### src/rtl/outbuf_drain.sv
// Column output FIFO: discards the first SKIP pushes after reset/flush, then buffers
// results and drains them in order over a valid/ready handshake, flagging overflow.
module outbuf_drain #(
    parameter int unsigned WORDLEN = 16,
    parameter int unsigned BUFSIZE = 10,
    parameter int unsigned SKIP    = 0
) (
    input  logic                         clk,
    input  logic                         rstn,
    input  logic                         flush,
    input  logic                         push,
    input  logic [WORDLEN-1:0]           din,
    output logic                         full,
    output logic                         ovf,
    output logic [$clog2(BUFSIZE+1)-1:0] count,
    output logic                         dout_valid,
    input  logic                         dout_ready,
    output logic [WORDLEN-1:0]           dout
);
    localparam int unsigned CW  = $clog2(BUFSIZE + 1);
    localparam int unsigned PW  = $clog2(BUFSIZE);
    localparam int unsigned SKW = 8;

    typedef enum logic {ST_SKIP, ST_RUN} state_t;

    state_t             state, state_nxt;
    logic [SKW-1:0]     skip_cnt, skip_nxt;
    logic [PW-1:0]      head, tail, head_nxt, tail_nxt;
    logic [CW-1:0]      count_nxt;
    logic               ovf_nxt;
    logic               pop;
    logic               store;
    logic [WORDLEN-1:0] mem [BUFSIZE];

    function automatic logic [PW-1:0] wrap_inc(input logic [PW-1:0] p);
        return (p == PW'(BUFSIZE - 1)) ? '0 : p + PW'(1);
    endfunction

    // Status and head word come from registered state only.
    assign dout_valid = (count != '0);
    assign full       = (count == CW'(BUFSIZE));
    assign dout       = dout_valid ? mem[head] : '0;
    assign pop        = dout_valid & dout_ready;

    always_ff @(posedge clk) begin
        if (!rstn) begin
            state    <= (SKIP > 0) ? ST_SKIP : ST_RUN;
            skip_cnt <= SKW'(SKIP);
            head     <= '0;
            tail     <= '0;
            count    <= '0;
            ovf      <= 1'b0;
        end else begin
            state    <= state_nxt;
            skip_cnt <= skip_nxt;
            head     <= head_nxt;
            tail     <= tail_nxt;
            count    <= count_nxt;
            ovf      <= ovf_nxt;
        end
    end

    // Flush wins over push/pop; a full FIFO still accepts a push when a pop frees a slot.
    always_comb begin
        state_nxt = state;
        skip_nxt  = skip_cnt;
        head_nxt  = head;
        tail_nxt  = tail;
        count_nxt = count;
        ovf_nxt   = ovf;
        store     = 1'b0;
        if (flush) begin
            state_nxt = (SKIP > 0) ? ST_SKIP : ST_RUN;
            skip_nxt  = SKW'(SKIP);
            head_nxt  = '0;
            tail_nxt  = '0;
            count_nxt = '0;
            ovf_nxt   = 1'b0;
        end else begin
            case (state)
                ST_SKIP: begin
                    if (push) begin
                        skip_nxt = skip_cnt - SKW'(1);
                        if (skip_cnt == SKW'(1)) state_nxt = ST_RUN;
                    end
                end
                ST_RUN: begin
                    if (push) begin
                        if (!full || pop) store = 1'b1;
                        else              ovf_nxt = 1'b1;
                    end
                end
                default: state_nxt = ST_RUN;
            endcase
            if (store) tail_nxt = wrap_inc(tail);
            if (pop)   head_nxt = wrap_inc(head);
            count_nxt = count + CW'(store) - CW'(pop);
        end
    end

    // Storage is cleared on reset only; flush leaves contents in place.
    always_ff @(posedge clk) begin
        if (!rstn) begin
            for (int i = 0; i < int'(BUFSIZE); i++) mem[i] <= '0;
        end else if (store) begin
            mem[tail] <= din;
        end
    end

endmodule

### config.mk
export PLATFORM = sky130hd
export DESIGN_NAME = outbuf_drain
export DESIGN_NICKNAME = d
export VERILOG_FILES = /design/src/rtl/outbuf_drain.sv
export SDC_FILE = /design/constraint.sdc
export NUM_CORES = 1
export LEC_CHECK = 0
export CORE_ASPECT_RATIO = 0.6
export CORE_UTILIZATION = 54
export CTS_BUF_LIST = sky130_fd_sc_hd__clkbuf_8
export DETAILED_ROUTE_END_ITERATION = 10
export DONT_BUFFER_PORTS = 1
export PLACE_DENSITY_LB_ADDON = 0.15
export SLEW_MARGIN = 40
export SYNTH_ARGS = -nofsm -noshare
export SYNTH_HDL_FRONTEND = slang
export SYNTH_SLANG_ARGS = --single-unit
### constraint.sdc
create_clock -name clk -period 5.45 [get_ports clk]
set_clock_uncertainty 0.15 [all_clocks]
set_input_delay 0.2725 -clock clk [delete_from_list [all_inputs] [get_ports clk]]
set_output_delay 0.2725 -clock clk [all_outputs]
set_load 0.02 [all_outputs]
==> metrics.md <==
| Metric | Value |
|---|---|
| Global Route Usage Sum | 0.249 |
| Layout fillers | 1524 |
| CP arrival | 3.43 ns |
| # DRC | 0 |
| CTS tree | done |
| Clock latency at the later pin of the worst-skew pair | 0.56 ns |
| Vias per cell | 6.04 |
| Pwr Density | 329 nW/um^2 |
| 1st-iter DRT viols | 577 |
| XOR/XNOR share of the synthesized area | 0.00737 |
| Core area | 21300 um^2 |
| F_max | 259 MHz |
| Layout cell share with drive strength beyond 1 | 0.190 |
| Syn Nets | 793 |
| Syn_area_per_cell | 15.6 um^2 |
| Most common cell after layout, fill and taps aside | edfxtp_1 |
| EDFF count, synth | 256 |
| Worst EP required | 5.03 ns |
| Clk sinks | 282 |
| Die area | 22600 um^2 |
| CP Max Fanout | 16 |
| Flop pwr share | 0.557 |
| CTS buffer count | 41 |
| Hpwl dp | 17600 um |
| Final Hold Viols | 0 |
| Design area | 13200 um^2 |
| Max-cap violations | 0 |
| GR Overflow Total | 0 |
| Reg2reg path depth | 7 |
| # setup viols final | 0 |
| Synth Area in Compound Gates | 0.0305 |
| Switching power | 997 uW |
| Cell taking the most area after synthesis | edfxtp_1 |
| Clock tree root driver cell | clkbuf_8 |
| Area contributors post-synth | edfxtp_1, mux4_2, nor2_1, dfxtp_1, mux2i_1 |
| RSZ-0062 raised after global routing | false |
| Sw Ratio | 0.229 |
| Synth top area share | 0.646 |
| Die height | 117 um |
| Vias in the first global route | 6831 |
| Clock Power Share | 0.384 |
| Crit share post-route | 0.707 |
| Leak | 0.00443 uW |
| Clk buf depth | 3 |
| Die X-Extent | 194 um |
| Final ANT Viol Nets | 0 |
| P_int | 3360 uW |
| WL/cell | 24.1 um |
| DRT Wirelength | 26800 um |
| IO buf count | 0 |
| Measured slew at the worst slew-check pin | 0.785 ns |
| IO Count | 44 |
| VDD IR max | 0.000283 V |
| Largest family of logic cells by synthesized area | multiplexers |
| Final #Nets | 831 |
| Simple-Gate Fraction of Synth Area | 0.106 |
| Main flop type after synthesis | edfxtp_1 |
| Row count | 41 |
| Synth Instances | 763 |
| Most frequent cells in the layout | edfxtp_1, nor2_1, mux4_2, clkbuf_8, inv_1 |
| Max-slew violation count | 0 |
| Adder-Cell Fraction of Synth Area | 0.0101 |
| Router iterations before antenna repair | 5 |
| Setup_tns | 0 ns |
| Initial core utilization | 0.559 |
| Synth warnings | 0 |
| Combinational power share | 0.059 |
| Area post-placement | 12200 um^2 |
| Antenna violations before repair | 0 |
| Largest net degree at the start of global routing | 50 |
| Worst Setup End Kind | primary output |
| Worst setup path class | register to primary output |
| Sequential-to-total area share from yosys stat | 0.690 |
| Tot Pwr | 4360 uW |
| Multiplexer share of the synthesized area | 0.130 |
| Synthesized area | 11900 um^2 |
| Worst rel slew slack | 0.475 |
| Area grow syn2layout | 11.2% |
| Worst Hold Depth | 2 |
| # diodes | 0 |
| Fin crit period | 3.85 ns |
| Worst Setup Start Kind | register |
| Status | finished clean |
| HP Class | primary input to register |
| Reg clk slew, reported paths | 0.06 ns |
| H-tree depth | 2 |
| Global-route wire length before repair | 41300 um |
| Synth unique cells | 48 |
| Vias | 6711 |
| Post-CTS Setup Bufs | 0 |
| Ys async rst share | 0 |
| Yosys reg bits | 282 |
| Global placement routability congestion | 0.868 |
## routing by layer
| layer | routed length [um] | up-vias | track usage | part of all wire |
|---|---|---|---|---|
| li1 | - | 2946 | - | - |
| met1 | 12500 | 3419 | 0.376 | 0.47 |
| met5 | 0 | - | 0 | 0 |
| met2 | 11700 | 311 | 0.374 | 0.43 |
| met4 | 427 | 0 | 0.0715 | 0.016 |
| met3 | 2180 | 35 | 0.0484 | 0.081 |
## Yosys cell counts, types with 2 or more instances
master / instances
nand2b_1: 3
a22oi_1: 16
mux4_2: 60
dfxtp_1: 26
buf_6: 2
nor4_1: 2
inv_1: 29
nor2_1: 159
nand3_2: 4
a31oi_1: 2
and2_1: 17
nand2_1: 24
nand4b_2: 2
a21oi_1: 4
clkbuf_1: 12
edfxtp_1: 256
nor2b_1: 10
ha_1: 8
buf_4: 4
mux2i_1: 19
nand2_2: 9
a211o_1: 5
o21ai_0: 19
nand4bb_1: 2
a211oi_1: 5
xor2_1: 2
buf_2: 22
nor3b_1: 4
or3_1: 3
xnor2_1: 8
nand3_1: 6
nor3_1: 3
## stage by stage
| stage | std cells | worst slack [ns] | hold WS, ns | utilization |
|---|---|---|---|---|
| 2_1_floorplan | 763 | 2.05 | 0.280 | - |
| 3_3_place_gp | 1014 | 2.12 | 0.295 | 0.571 |
| 3_5_place_dp | 1016 | 1.98 | 0.317 | 0.573 |
| 4_1_cts | 1109 | 1.53 | 0.00808 | 0.620 |
| 5_1_grt | 1111 | 1.40 | 0.0361 | 0.621 |
| 6_report | 1111 | 1.60 | 0.0262 | 0.621 |
## power groups by stage
stage                     registers, uW  clock network [uW]  logic (uW)
after global routing               2430                1790         279
after CTS                          2430                1690         259
after floorplan                    2460                   0         183
final                              2430                1670         258
after detailed placement           2470                   0         244
after global placement             2480                   0         222
## cell type report
type,instances,area (um^2),share of cell area
repair buffers,35,348,0.0263
well taps,279,349,0.0264
clock buffers,46,633,0.0479
multi-input cells,412,3400,0.257
inverters,29,109,0.00823
clock inverters,28,170,0.0129
flip-flops and latches,282,8220,0.621
## worst max-delay path, cell delays in order, from the launching register on
cell and delay [ns]:
dfxtp_1 0.45, inv_1 0.12, ha_1 0.21, nor3b_1 0.20, inv_1 0.32, nand2_1 0.55, a211o_1 0.42, o21ai_0 0.59
## what timing repair did
action,4_1_cts,5_1_grt
gates resized for setup,0,0
endpoints found under the hold margin,108,0
hold buffers,19,0
## sequential cells by signal (all words and copies together) (netlist names), named ones only
register	flops
count	4
head	4
mem	256
ovf	1
skip_cnt	8
state	1
tail	4
## path summary, 6_finish.rpt
path | slack [ns] | end | startpoint
max | 1.60 | dout[2] | count[2]
min | 0.03 | mem[9][1] | rstn
max reg2reg | 1.93 | mem[5][9] | count[2]
min reg2reg | 0.37 | skip_cnt[1] | skip_cnt[1]
## kinds of logic after synthesis
logic type      Yosys count
compound gates           55
mux                      79
flops                   282
xor+xnor                 10
simple gates            259
fa+ha+maj                 9
buf+inv                  69
Note: power is estimated with default switching activity, not from simulation.
